--- src/rtl/cond_unit.sv ---
// Conditional-execution unit: holds the NZCV status flags, evaluates each
// instruction's condition field and gates the write/redirect controls.
module cond_unit #(
  parameter logic [3:0]  ResetFlags = 4'b0000,
  parameter int unsigned CountWidth = 16
) (
  input  logic                  i_Clk,
  input  logic                  i_Reset,
  input  logic                  i_Valid,
  input  logic                  i_Stall,
  input  logic [3:0]            i_Cond,
  input  logic [3:0]            i_ALU_Flags,
  input  logic [1:0]            i_FlagWrite,
  input  logic                  i_RegWrite,
  input  logic                  i_MemWrite,
  input  logic                  i_PCSrc,
  input  logic                  i_Clear_Counts,
  output logic                  o_CondEx,
  output logic                  o_RegWrite,
  output logic                  o_MemWrite,
  output logic                  o_PCSrc,
  output logic [3:0]            o_Flags,
  output logic [CountWidth-1:0] o_Count_Exec,
  output logic [CountWidth-1:0] o_Count_Skip
);

  localparam logic [CountWidth-1:0] CountOne = {{(CountWidth-1){1'b0}}, 1'b1};

  logic [3:0]            flags_q, flags_d;
  logic [CountWidth-1:0] countExec_q, countExec_d;
  logic [CountWidth-1:0] countSkip_q, countSkip_d;
  logic                  flagN, flagZ, flagC, flagV;
  logic                  condEx;
  logic                  commit;

  assign {flagN, flagZ, flagC, flagV} = flags_q;
  assign commit = i_Valid & ~i_Stall;

  // Conditions are always judged against the committed flags, never the ALU's.
  always_comb begin
    condEx = 1'b0;
    case (i_Cond)
      4'b0000: condEx = flagZ;
      4'b0001: condEx = ~flagZ;
      4'b0010: condEx = flagC;
      4'b0011: condEx = ~flagC;
      4'b0100: condEx = flagN;
      4'b0101: condEx = ~flagN;
      4'b0110: condEx = flagV;
      4'b0111: condEx = ~flagV;
      4'b1000: condEx = flagC & ~flagZ;
      4'b1001: condEx = ~flagC | flagZ;
      4'b1010: condEx = (flagN == flagV);
      4'b1011: condEx = (flagN != flagV);
      4'b1100: condEx = ~flagZ & (flagN == flagV);
      4'b1101: condEx = flagZ | (flagN != flagV);
      4'b1110: condEx = 1'b1;
      default: condEx = 1'b0;
    endcase
  end

  assign o_CondEx   = condEx;
  assign o_RegWrite = i_RegWrite & condEx & commit;
  assign o_MemWrite = i_MemWrite & condEx & commit;
  assign o_PCSrc    = i_PCSrc & condEx & commit;

  always_comb begin
    flags_d     = flags_q;
    countExec_d = countExec_q;
    countSkip_d = countSkip_q;
    if (commit && condEx) begin
      if (i_FlagWrite[1]) flags_d[3:2] = i_ALU_Flags[3:2];
      if (i_FlagWrite[0]) flags_d[1:0] = i_ALU_Flags[1:0];
    end
    // Clear wins over a same-cycle increment; counters stick at all-ones.
    if (i_Clear_Counts) begin
      countExec_d = '0;
      countSkip_d = '0;
    end else if (commit) begin
      if (condEx) begin
        if (~&countExec_q) countExec_d = countExec_q + CountOne;
      end else begin
        if (~&countSkip_q) countSkip_d = countSkip_q + CountOne;
      end
    end
  end

  always_ff @(posedge i_Clk or posedge i_Reset) begin
    if (i_Reset) begin
      flags_q     <= ResetFlags;
      countExec_q <= '0;
      countSkip_q <= '0;
    end else begin
      flags_q     <= flags_d;
      countExec_q <= countExec_d;
      countSkip_q <= countSkip_d;
    end
  end

  assign o_Flags      = flags_q;
  assign o_Count_Exec = countExec_q;
  assign o_Count_Skip = countSkip_q;

endmodule

--- config.mk ---
export PLATFORM = sky130hd
export DESIGN_NAME = cond_unit
export DESIGN_NICKNAME = d
export VERILOG_FILES = /design/src/rtl/cond_unit.sv
export SDC_FILE = /design/constraint.sdc
export NUM_CORES = 1
export LEC_CHECK = 0
export ABC_AREA = 1
export BUFFER_PORTS_ARGS = -buffer_cell sky130_fd_sc_hd__clkbuf_2
export CORE_MARGIN = 2
export CORE_UTILIZATION = 27
export DETAILED_ROUTE_END_ITERATION = 10
export GPL_ROUTABILITY_DRIVEN = 0
export MAX_ROUTING_LAYER = met4
export PLACE_DENSITY_LB_ADDON = 0.3
export REMOVE_ABC_BUFFERS = 1
export SETUP_SLACK_MARGIN = 0.05
export SYNTH_ARGS = -nofsm -noshare
export SYNTH_HDL_FRONTEND = slang
export SYNTH_SLANG_ARGS = --single-unit
--- constraint.sdc ---
create_clock -name i_Clk -period 3.65 [get_ports i_Clk]
set_clock_uncertainty 0.1 [all_clocks]
set_input_delay 0.5475 -clock i_Clk [delete_from_list [all_inputs] [get_ports i_Clk]]
set_output_delay 0.5475 -clock i_Clk [all_outputs]
set_load 0.005 [all_outputs]
* Word level (Yosys, flattened, before mapping)
Index checks and enable logic that the tools add are counted.
** Cells by class
- Add/subtract/negate cells :: 2
- Eq/ne operators :: 19
- Muxes and demuxes :: 9
- Bitwise gates (word level) :: 16
- Reductions and logical operators :: 10
** Operators by type and width (number)
- $mux W16 :: 8
- $add A16 B1 Y16 const B :: 2
- $reduce_and A16 Y1 :: 2
- $eq A4 B4 Y1 const B :: 7
- $eq A4 B3 Y1 const B :: 4
- $pmux W1 S15 :: 1
- $and A1 B1 Y1 :: 9
- $eq A4 B2 Y1 const B :: 2
- $ne A2 B2 Y1 const B :: 3
- $reduce_and A3 Y1 :: 2
- $not A1 Y1 :: 5
- $eq A4 B1 Y1 const B :: 1
- $logic_not A4 Y1 :: 1
- $reduce_and A2 Y1 :: 2
- $reduce_bool A2 Y1 :: 2
- $or A1 B1 Y1 :: 2
- $eq A1 B1 Y1 :: 1
- $logic_and A1 B1 Y1 :: 1
- $ne A1 B1 Y1 :: 1
** Word-level totals
- Bits in registers :: 36
- Bits of input ports :: 18
- Output and inout port bits :: 40
- Logic and storage cells :: 60

* Longest topological paths before layout
Gate-level depths: netlist of run 1.
- Word-level depth :: 6
- Mapped depth :: 13
- Mapped depth without buffers :: 12

* Worst setup path before layout of run 1
Ideal clock, no wire load.
- Path kind :: input to output
- Start point :: input i_Cond[3]
- End point :: output o_CondEx
- Data arrival time :: 1.324 ns
- Data required time :: 3.002 ns
- Slack :: 1.679 ns
- Cell stages on the path :: 8
- Path buffers :: 1
- Cells stage by stage :: nand2_1 > a21oi_1 > nand2_1 > nand2_1 > nand2_2 > nor2_4 > nand2_1 > buf_4
** Between the ends
- Cells in the longest elaborated chain, start to end :: 2
- Elaborated cells between the ends (all ways) :: 16
- Those cells by class :: eq/ne: 14; mux: 1; reduce/logical: 1
** Ends and longest elaborated chain
- from (decl) :: RTL line 11 : input logic [3:0] i_Cond,
- $eq A4 B4 Y1 (tied with other cells) :: RTL line 42 : case (i_Cond)
- $pmux W1 S15 * :: RTL line 42
- to (decl) :: RTL line 18 : output logic o_CondEx,
Every way passes the cells marked *; elsewhere a longest branch is shown, timed or not.

* Worst setup path after layout of run 1
- Start point :: register flags_q[3], in the netlist o_Flags[3]
- End point :: output o_RegWrite
** Between the ends
- Cells in the longest elaborated chain, start to end :: 5
- Elaborated cells between the ends (all ways) :: 8
- Those cells by class :: eq/ne: 2; mux: 1; bitwise: 5
** Ends and longest elaborated chain
- from (decl) :: RTL line 29 : logic [3:0] flags_q, flags_d;
- from (signal assigned) :: RTL line 90 : flags_q <= ResetFlags;
- from (signal assigned) :: RTL line 94 : flags_q <= flags_d;
- $ne A1 B1 Y1 or $eq A1 B1 Y1 (tied branches)
- $or A1 B1 Y1 or $and A1 B1 Y1 (tied branches) :: RTL line 56, 55
- $pmux W1 S15 * :: RTL line 42
- $and A1 B1 Y1 * (2 in a row) :: RTL line 63 : assign o_RegWrite = i_RegWrite & condEx & commit;
- to (decl) :: RTL line 19 : output logic o_RegWrite,
Marks and branches as above.

==> results.md, run 1 <==
* Outcome: finished, final reports clean
* Vias at between 2000 and 3000
* Diode count at 0
* Finished Cell Area at ~3000 sq um
* Compound-Gate Fraction of Synth Area at 1.13%
* Max-cap violations at 0
* # clock sinks at 36
* Buf+Inv Stages, Crit Path at 2
* CP delay by family, top: simple AND/OR/NAND/NOR gates
* Die height at approximately 100 um
* Nets@finish at between 400 and 500
* Port-buffer cells at 57
* TritonCTS clock tree: done
* Placed cells at 548
* TNS Setup at 0 ns
* Clock Latency Late Sink at 0.30 ns
* Area of the multi-input gates at around 1500 sq um
* Achievable Freq at 0.372 GHz
* Die area at a little over 10000 sq um
* Worst Path Required at roughly 3 ns
* Routed Antenna Nets at 0
* Hold-fix buffer count after cts at 0
* Post-route DRC violation count at 0
* Final Hold Fails at 0
* CP max stage delay at 0.45 ns
* Yosys cell types at 27
* Tcrit/Tclk final at 73.7%
* Placement Cell Area at about 3000 sq um
* Largest net degree at the start of global routing at 28
* Multiplexer share of the synthesized area at 0%
* Seq cells post-synth at 36
* CP cell instances: inv_1 -> nand2_1 -> nand2_1 -> nand2_1 -> nand2_1 -> nand2_1 -> nand2_2 -> nor2_4 -> nand2_1 -> nand2_1 -> nor2_1 -> clkbuf_2
* Worst-path clk slew at 0.08 ns
* Crit-path slowest cell: dfrtp_1
* Synthesized cell area at between 2000 and 3000 sq um
* HPWL after detailed placement at 5080 um
* Total grt overflow at 0
* DR vias/cell at approximately 4.6
* Util after Layout at 32.9%
* Root Buffer: clkbuf_8
* Final Critical Period at approximately 2.7 ns
* Commonest non-fill, non-tap cell in the layout: nand2_1
* Cell Count, Final, Fillers Out at 556
* Fin Hold WS at 0.218 ns
* WP data arrival at between 2 and 2.5 ns
* Routed WL per cell at 12.3 um
* Kind of critical path: flip-flop to output pin
* Depth of the CTS H-tree at 2
* Post-CTS resize count at 0
* RSZ-0062 raised after global routing: no
* Share of post-route cells with drive strength above 1 at between 10% and 20%
* Yosys Warn Count at 0
* Slew HR at about 47%
* Antenna violations before repair at 0
* Vias in the first global route at about 2400
* CP Launch Type: flip-flop
* Setup Fix Bufs, Post-CTS at 0
* Synth Area in Simple Gates at between 40% and 50%
* Final WL at 6840 um
* Slew Viols, Final at 0
* Core ar. at about 9200 sq um
* Power per cell area at 345 nW/um^2
* Register area share after synthesis at about a third
* Die width at 101 um
* Fillers at ~1000
* Io pins at 58
* Longest Clk Path Bufs at 2
* Register area at 901 sq um
* HP Class: input port to async pin
* Post-Synth Adder-Cell Area at less than 1%
* Initial Utilization at between 20% and 30%
* Crit-path max FO at 13
* # rows at 35
* Synth Area in XOR/XNOR at ~6.5%
* Initial DRC Count at 103
* Post-Synthesis Cells at between 300 and 400
* Combinational family with the most area after synthesis: simple AND/OR/NAND/NOR gates
* Most frequent cells in the layout: nand2_1 (131), nor2_1 (61), clkbuf_2 (57)
* Global-route wire length before repair at around 12000 um
* Worst Tran Pin Value at 0.790 ns
* DRT Pass-1 Iters at 5
* GRT Resource Usage Total at around 14%
* Number of CTS-inserted buffers at 5
* Static leakage at about 0.0016 uW
* Average cell area after synthesis at about 6.6 sq um
* CP Depth at 12
* Most used cell, CP: nand2_1
* Final setup fails at 0
* Synthesis-to-layout area growth at 18.4%
* R2r worst-path depth at 9
* Peak supply drop at 0.000129 V
* CP Capture Type: output pin
## power by group
part / switching [uW] / total, uW / internal [uW]
registers: 50.3 / 482 / 432
clock network: 161 / 296 / 135
logic: 174 / 266 / 91.4
total: 385 / 1040 / 659
## Yosys cell counts, drive strengths merged
master	n	area (sq um)
nand3	52	278
and2	1	6.26
nor3	12	71.3
xnor2	3	26.3
o21ai	1	8.76
nand4	13	81.3
buf	6	50.0
nor3b	1	7.51
nand2	134	521
a21oi	4	20.0
ha	2	25.0
clkbuf	5	18.8
nand3b	1	7.51
dfrtp	36	901
nor2	65	259
xor2	16	140
inv	36	135
## registers in the layout, indices dropped and copies added (netlist names)
name and count:
o_Count_Exec 16, o_Flags 4, o_Count_Skip 16
## final timing paths
kind                            startpoint                to  slack, ns
min reg2reg                o_Count_Exec[3]   o_Count_Exec[3]       0.43
max in group asynchronous          i_Reset        o_Flags[3]       2.49
max                             o_Flags[3]        o_RegWrite       0.96
max reg2reg                o_Count_Exec[0]  o_Count_Exec[12]       1.25
min in group i_Clk          i_ALU_Flags[2]        o_Flags[2]       0.40
min                                i_Reset   o_Count_Skip[7]       0.22
## logic make-up (layout without fill, tap and decap cells)
group | count (synthesis) | in the layout
AO/OA/AOI/OAI | 5 | 5
XOR/XNOR | 19 | 19
adder cells (fa/ha/maj) | 2 | 2
buffers and inverters | 47 | 104
flip-flops | 36 | 36
AND/OR/NAND/NOR | 279 | 279
## layer usage
layer  share of wire (%)  vias to the layer above  GRT usage, %
li1                    -                     1338             -
met2                  47                       54          23.0
met3                 3.6                        6          2.48
met4                 1.3                        0          4.16
met5                   0                        -             -
met1                  48                     1141          19.0
## area by class of cell
class / instances / area share (%)
Tap cell: 111 / 4.59
Inverter: 36 / 4.46
Clock buffer: 5 / 2.27
Multi-Input combinational cell: 305 / 48.0
Clock inverter: 3 / 0.785
Sequential cell: 36 / 29.8
Timing Repair Buffer: 60 / 10.2
## stage by stage
stage                     worst slack (ns)  total power (uW)
after global placement                1.14               756
after CTS                            0.951              1060
after detailed placement              1.08               760
after global routing                 0.720              1120
after floorplan                       1.50               640
final                                0.962              1040
No activity file was read; power rests on OpenSTA's default activity.
==> inputs of run 2 (changes only) <==
==> constraint.sdc (replaced) <==
create_clock -name i_Clk -period 2.8 [get_ports i_Clk]
set_clock_uncertainty 0.1 [all_clocks]
set_input_delay 0.42 -clock i_Clk [delete_from_list [all_inputs] [get_ports i_Clk]]
set_output_delay 0.42 -clock i_Clk [all_outputs]
set_load 0.005 [all_outputs]
==> run 2 against run 1 <==
Against the previous run: total power grew 33%; design area up 0.62%; setup slack got worse by 0.47 ns; sequential share of layout area decreased by 0.18 points; sequential power grew 30%; core utilization up 0.20 points; clock-buffer cell count grew 2; hold slack got worse by 0.11 ns; cell count is 0.18% higher; largest cell class unchanged; combinational power rose by 35%.
==> results.md, run 2 (synthesized netlist as in run 1, its figures left out) <==
* Io pins at 58 (unchanged)
* WP data arrival at 1.79 ns (was 2.04 ns)
* Sequential group share of total power at 45.0% (was 46.2%)
* Largest net degree at the start of global routing at 37 (was 28)
* Switching Fraction at 34.7% (was 36.9%)
* DR vias/cell at 4.72 (was 4.57)
* Final WL at 6890 um (was 6840 um)
* Static leakage at 0.00160 uW (was 0.00158 uW)
* Hold-fix buffer count after cts at 0 (unchanged)
* M1 WL at 3430 um (was 3270 um)
* FF-to-FF Start: o_Count_Exec[0] (unchanged)
* CP Capture Type: output pin (unchanged)
* Post-CTS resize count at 0 (unchanged)
* Placement Cell Area at 2950 sq um (was 2930 sq um)
* HPWL after detailed placement at 5070 um (was 5080 um)
* Crit-path slowest cell: dfrtp_1 (unchanged)
* Post-Place Setup Slack at 0.697 ns (was 1.08 ns)
* Nets@finish at 466 (was 464)
* TNS Setup at 0 ns (unchanged)
* Most used cell, CP: nand2_1 (unchanged)
* Kind of critical path: flip-flop to output pin (unchanged)
* Port-buffer cells at 57 (unchanged)
* Finished Cell Area at 3050 sq um (was 3030 sq um)
* CP delay by family, top: simple AND/OR/NAND/NOR gates (unchanged)
* Root Buffer: clkbuf_8 (unchanged)
* TritonCTS clock tree: done (unchanged)
* Commonest non-fill, non-tap cell in the layout: nand2_1 (unchanged)
* Final setup fails at 0 (unchanged)
* CP Depth at 11 (was 12)
* Global-route wire length before repair at 11200 um (was 11600 um)
* Final Critical Period at 2.31 ns
* Peak supply drop at 0.000172 V (was 0.000129 V)
* Power per cell area at 457 nW/um^2 (was 345 nW/um^2)
* Final Hold Fails at 0 (unchanged)
* Fin Hold WS at 0.112 ns (was 0.218 ns)
* Depth of the CTS H-tree at 2 (unchanged)
* Clock Latency Late Sink at 0.29 ns (was 0.30 ns)
* Slew Viols, Final at 0 (unchanged)
* Longest Clk Path Bufs at 2 (unchanged)
* Met2 wire length at 3110 um (was 3230 um)
* Die height at 101 um (unchanged)
* Met3 WL post-DR at 280 um (was 247 um)
* Comb power frac at 25.8% (was 25.4%)
* Share of post-route cells with drive strength above 1 at 18.4% (was 18.2%)
* Sw power at 483 uW (was 385 uW)
* Internal power at 910 uW (was 659 uW)
* Clock group share of total power at 29.2% (was 28.4%)
* Top Metal Used: met4 (unchanged)
* Outcome: finished, final reports clean (unchanged)
* Setup Fix Bufs, Post-CTS at 0 (unchanged)
* Achievable Freq at around 0.43 GHz
* Synthesis-to-layout area growth at 19.1% (was 18.4%)
* Setup WS post-layout at 0.490 ns (was 0.962 ns)
* Worst Path Required at 2.28 ns (was 3.00 ns)
* RSZ-0062 raised after global routing: no (unchanged)
* # clock sinks at 36 (unchanged)
* CP cell instances: inv_1 -> nand2_1 -> nand2_1 -> nand2_1 -> nand2_1 -> nand2_1 -> nand2_2 -> nor2_4 -> nand2_1 -> buf_4 -> clkbuf_2 (was inv_1 -> nand2_1 -> nand2_1 -> nand2_1 -> nand2_1 -> nand2_1 -> nand2_2 -> nor2_4 -> nand2_1 -> nand2_1 -> nor2_1 -> clkbuf_2)
* Critical path origin: o_Flags[3] (unchanged)
* Antenna violations before repair at 0 (unchanged)
* End of the critical path: o_CondEx (was o_RegWrite)
* Most frequent cells in the layout: nand2_1 (131), nor2_1 (61), clkbuf_2 (57) (unchanged)
* HP Class: input port to async pin (unchanged)
* # rows at 35 (unchanged)
* Core ar. at 9200 sq um (unchanged)
* Buf+Inv Stages, Crit Path at 3 (was 2)
* Die width at 101 um (unchanged)
* Die area at 10300 sq um (unchanged)
* R2r worst-path depth at 9 (unchanged)
* Number of CTS-inserted buffers at 5 (unchanged)
* Worst Tran Pin Value at 0.476 ns (was 0.790 ns)
* Initial Utilization at 27.8% (unchanged)
* Diode count at 0 (unchanged)
* Routed WL per cell at 12.4 um (was 12.3 um)
* Slew HR at 68.3% (was 47.3%)
* Minimum setup slack among reg-to-reg paths at 0.74 ns (was 1.25 ns)
* Post-route DRC violation count at 0 (unchanged)
* DRT Pass-1 Iters at 4 (was 5)
* Vias in the first global route at 2368 (was 2422)
* Crit-path max FO at 12 (was 13)
* CP Launch Type: flip-flop (unchanged)
* Fillers at 1004 (was 994)
* Worst r2r dst: o_Count_Exec[15] (was o_Count_Exec[12])
* Tcrit/Tclk final at slightly above 80%
* Total grt overflow at 0 (unchanged)
* GRT Resource Usage Total at 14.0% (was 14.5%)
* Initial DRC Count at 104 (was 103)
* Vias at 2629 (was 2539)
* Max-cap violations at 0 (unchanged)
* Routed Antenna Nets at 0 (unchanged)
* Worst-path clk slew at 0.07 ns (was 0.08 ns)
* CP max stage delay at 0.44 ns (was 0.45 ns)
==> run 2: cell count changes in the layout (fill, tap and decap cells not counted) <==
| cell | before | now |
|---|---|---|
| buf_4 | 3 | 5 |
| clkinvlp_4 | 2 | 0 |
| clkbuf_8 | 5 | 7 |
| clkinv_4 | 1 | 0 |
==> run 2: metal layers <==
layer  up-vias  track usage, %
met3         7            2.21
met2        74            21.8
met4         0            4.78
met1      1208            18.4
met5         -               -
li1       1340               -
==> run 2: cell type report <==
| cell class | instances | area [sq um] | share of cell area (%) |
|---|---|---|---|
| multi-input cells | 305 | 1450 | 47.7 |
| flip-flops and latches | 36 | 901 | 29.6 |
| repair buffers | 62 | 323 | 10.6 |
| well taps | 111 | 139 | 4.56 |
| inverters | 36 | 135 | 4.44 |
| clock buffers | 7 | 96.3 | 3.16 |
==> run 2: stage by stage <==
step / cells / power, uW / utilization (%)
4_1_cts: 557 / 1420 / 33.1
3_5_place_dp: 550 / 1000 / 32.1
3_3_place_gp: 550 / 992 / 32.1
6_report: 557 / 1390 / 33.1
2_1_floorplan: 377 / 834 / -
5_1_grt: 557 / 1490 / 33.1
==> run 2: power groups by stage <==
stage / Clock, uW / Sequential [uW] / Combinational, uW
after global routing: 445 / 636 / 410
after global placement: 0 / 634 / 358
after detailed placement: 0 / 637 / 363
after CTS: 426 / 627 / 364
after floorplan: 0 / 624 / 210
final: 407 / 627 / 359
==> run 2: worst min-delay path by stage <==
stage	start	to	slack (ns)
final	i_Reset	o_Flags[2]	0.11
after global placement	o_Count_Exec[4]	o_Count_Exec[4]	0.42
after detailed placement	o_Count_Exec[4]	o_Count_Exec[4]	0.43
after global routing	i_Reset	o_Count_Exec[12]	0.16
after CTS	i_Reset	o_Count_Exec[15]	0.13
after floorplan	o_Flags[1]	o_Flags[1]	0.41
==> run 2: worst min-delay path, cell delays in order <==
cell and delay (ns):
clkbuf_2 0.08, inv_1 0.04, buf_4 0.40
==> inputs of run 3 (changes only) <==
==> constraint.sdc (replaced) <==
create_clock -name i_Clk -period 2.3 [get_ports i_Clk]
set_clock_uncertainty 0.1 [all_clocks]
set_input_delay 0.345 -clock i_Clk [delete_from_list [all_inputs] [get_ports i_Clk]]
set_output_delay 0.345 -clock i_Clk [all_outputs]
set_load 0.005 [all_outputs]
==> run 3 against run 2 <==
Against the previous run: sequential share of layout area shrank 0.94 points; total power is 26% higher; setup slack got worse by 0.26 ns; wire length up 1.2%; hold slack got worse by 0.076 ns; critical endpoint unchanged; highest routed layer unchanged.
==> results.md, run 3 (synthesized netlist as in run 1, its figures left out) <==
* Outcome: finished, final reports clean (unchanged)
* Hold-fix buffer count after cts at 0 (unchanged)
* TNS Setup at 0 ns (unchanged)
* Slew HR at 66.5% (was 68.3%)
* Worst-path clk slew at 0.07 ns (about the same)
* Global-route wire length before repair at 11400 um (was 11200 um)
* WP data arrival at 1.63 ns (was 1.79 ns)
* Port-buffer cells at 57 (unchanged)
* Final Hold Fails at 0 (unchanged)
* Crit-path slowest cell: dfrtp_1 (unchanged)
* Tcrit/Tclk final at around nine tenths
* Crit-path max FO at 5 (was 12)
* Longest Clk Path Bufs at 2 (unchanged)
* Power per cell area at 559 nW/um^2 (was 457 nW/um^2)
* Share of post-route cells with drive strength above 1 at 21.6% (was 18.4%)
* Worst Path Required at 1.86 ns (was 2.28 ns)
* Critical path origin: o_Flags[0] (was o_Flags[3])
* Initial DRC Count at 106 (was 104)
* TritonCTS clock tree: done (unchanged)
* Commonest non-fill, non-tap cell in the layout: nand2_1 (unchanged)
* Total grt overflow at 0 (unchanged)
* Die area at 10300 sq um (unchanged)
* # clock sinks at 36 (unchanged)
* GRT Resource Usage Total at 14.2% (was 14.0%)
* Worst Tran Pin Value at 0.500 ns (was 0.476 ns)
* Routed WL per cell at 12.3 um (was 12.4 um)
* Routed Antenna Nets at 0 (unchanged)
* Final WL at 6980 um (was 6890 um)
* Clock Latency Late Sink at 0.29 ns (about the same)
* CP delay by family, top: simple AND/OR/NAND/NOR gates (unchanged)
* Worst r2r dst: o_Count_Exec[9] (was o_Count_Exec[15])
* Setup WS post-layout at 0.228 ns (was 0.490 ns)
* Static leakage at 0.00166 uW (was 0.00160 uW)
* Register area at 902 sq um (was 901 sq um)
* Most frequent cells in the layout: nand2_1 (129), nor2_1 (60), clkbuf_2 (57) (was nand2_1 (131), nor2_1 (61), clkbuf_2 (57))
* CP cell instances: inv_1 -> nand2_1 -> nand2_1 -> nand3_1 -> nand3_1 -> nor2_4 -> nand2_2 -> buf_6 -> clkbuf_2 (was inv_1 -> nand2_1 -> nand2_1 -> nand2_1 -> nand2_1 -> nand2_1 -> nand2_2 -> nor2_4 -> nand2_1 -> buf_4 -> clkbuf_2)
* Initial Utilization at 27.8% (unchanged)
* Io pins at 58 (unchanged)
* Slew Viols, Final at 0 (unchanged)
* Minimum setup slack among reg-to-reg paths at 0.31 ns (was 0.74 ns)
* HP Class: input port to async pin (unchanged)
* Area of the multi-input gates at 1470 sq um (was 1450 sq um)
* # rows at 35 (unchanged)
* Antenna violations before repair at 0 (unchanged)
* Placed cells at 555 (was 550)
* DR vias/cell at 4.77 (was 4.72)
* Nets@finish at 477 (was 466)
* Largest net degree at the start of global routing at 37 (unchanged)
* DRT Pass-1 Iters at 4 (unchanged)
* R2r worst-path depth at 13 (was 9)
* Max-cap violations at 0 (unchanged)
* CP max stage delay at 0.41 ns (was 0.44 ns)
* Total Power at 1760 uW (was 1390 uW)
* Achievable Freq at between 0.4 and 0.5 GHz
* Final setup fails at 0 (unchanged)
* Post-Place Setup Slack at 0.128 ns (was 0.697 ns)
* Post-route DRC violation count at 0 (unchanged)
* Buf+Inv Stages, Crit Path at 3 (unchanged)
* Peak supply drop at 0.000230 V (was 0.000172 V)
* HPWL after detailed placement at 5040 um (was 5070 um)
* Die width at 101 um (unchanged)
* Depth of the CTS H-tree at 2 (unchanged)
* Die height at 101 um (unchanged)
* Number of CTS-inserted buffers at 5 (unchanged)
* Final Critical Period at about 2.1 ns
* FF-to-FF Start: o_Flags[0] (was o_Count_Exec[0])
* CP Launch Type: flip-flop (unchanged)
* Vias at 2712 (was 2629)
* RSZ-0062 raised after global routing: no (unchanged)
* Kind of critical path: flip-flop to output pin (unchanged)
* Vias in the first global route at 2415 (was 2368)
* Root Buffer: clkbuf_8 (unchanged)
* Synthesis-to-layout area growth at 23.2% (was 19.1%)
* CP Capture Type: output pin (unchanged)
* Fillers at 990 (was 1004)
* Core ar. at 9200 sq um (unchanged)
* Diode count at 0 (unchanged)
* Cell Count, Final, Fillers Out at 569 (was 557)
[run 3: changes by cell type in the layout (fill, tap and decap cells not counted), moves of 2 or more]
cell,change
buf_4,+10
clkinv_2,+2
nand2_1,-2
nand2_2,+2
[run 3: worst max path at each step]
| stage | depth (start not counted) | slack, ns | to |
|---|---|---|---|
| floorplan | 9 | 0.37 | o_Count_Exec[13] |
| detailed placement | 9 | 0.13 | o_Count_Exec[15] |
| finish | 9 | 0.23 | o_CondEx |
| global placement | 9 | 0.17 | o_Count_Exec[2] |
| global route | 12 | 0.08 | o_PCSrc |
| CTS | 11 | 0.09 | o_CondEx |
[run 3: worst register-to-register path: cells and delay by family (launching register included)]
family	cells	cell delay [ns]
and+or+nand+nor	11	1.21
buffers and inverters	2	0.20
DFF	1	0.41
[run 3: final cells by class]
class                      count  area share, %
clock buffer                   6           2.62
clock inverter                 2          0.318
inverter                      36           4.29
multi-input combinational    305           46.7
sequential                    36           28.6
tap                          111           4.41
timing repair buffer          73           13.0
[run 3: power by group]
group / total [uW] / internal (uW) / switching (uW) / leakage, uW
Combinational: 530 / 220 / 310 / 0.00112
Sequential: 754 / 688 / 66.2 / 0.000493
Clock: 476 / 239 / 236 / 0.0000510
[run 3: per-layer routing]
| layer | vias to the layer above | global-route usage (%) | routed length [um] |
|---|---|---|---|
| met4 | 0 | 3.64 | 72 |
| met1 | 1261 | 18.4 | 3270 |
| met5 | - | - | 0 |
| li1 | 1367 | - | - |
| met2 | 78 | 23.0 | 3290 |
| met3 | 6 | 2.42 | 349 |
[run 3: per-stage QoR]
stage	util [%]	hold slack, ns	instance area, sq um
global placement	32.5	0.371	2990
floorplan	-	0.397	2490
CTS	33.5	0.0578	3080
finish	34.2	0.0357	3150
global route	34.2	0.0782	3150
detailed placement	32.5	0.380	2990
[run 3: repair_timing]
| action | CTS | global route |
|---|---|---|
| endpoints found under the hold margin | 0 | 0 |
| setup endpoints to repair | 0 | 26 |
| setup buffers | 0 | 6 |
| resized for setup | 0 | 8 |
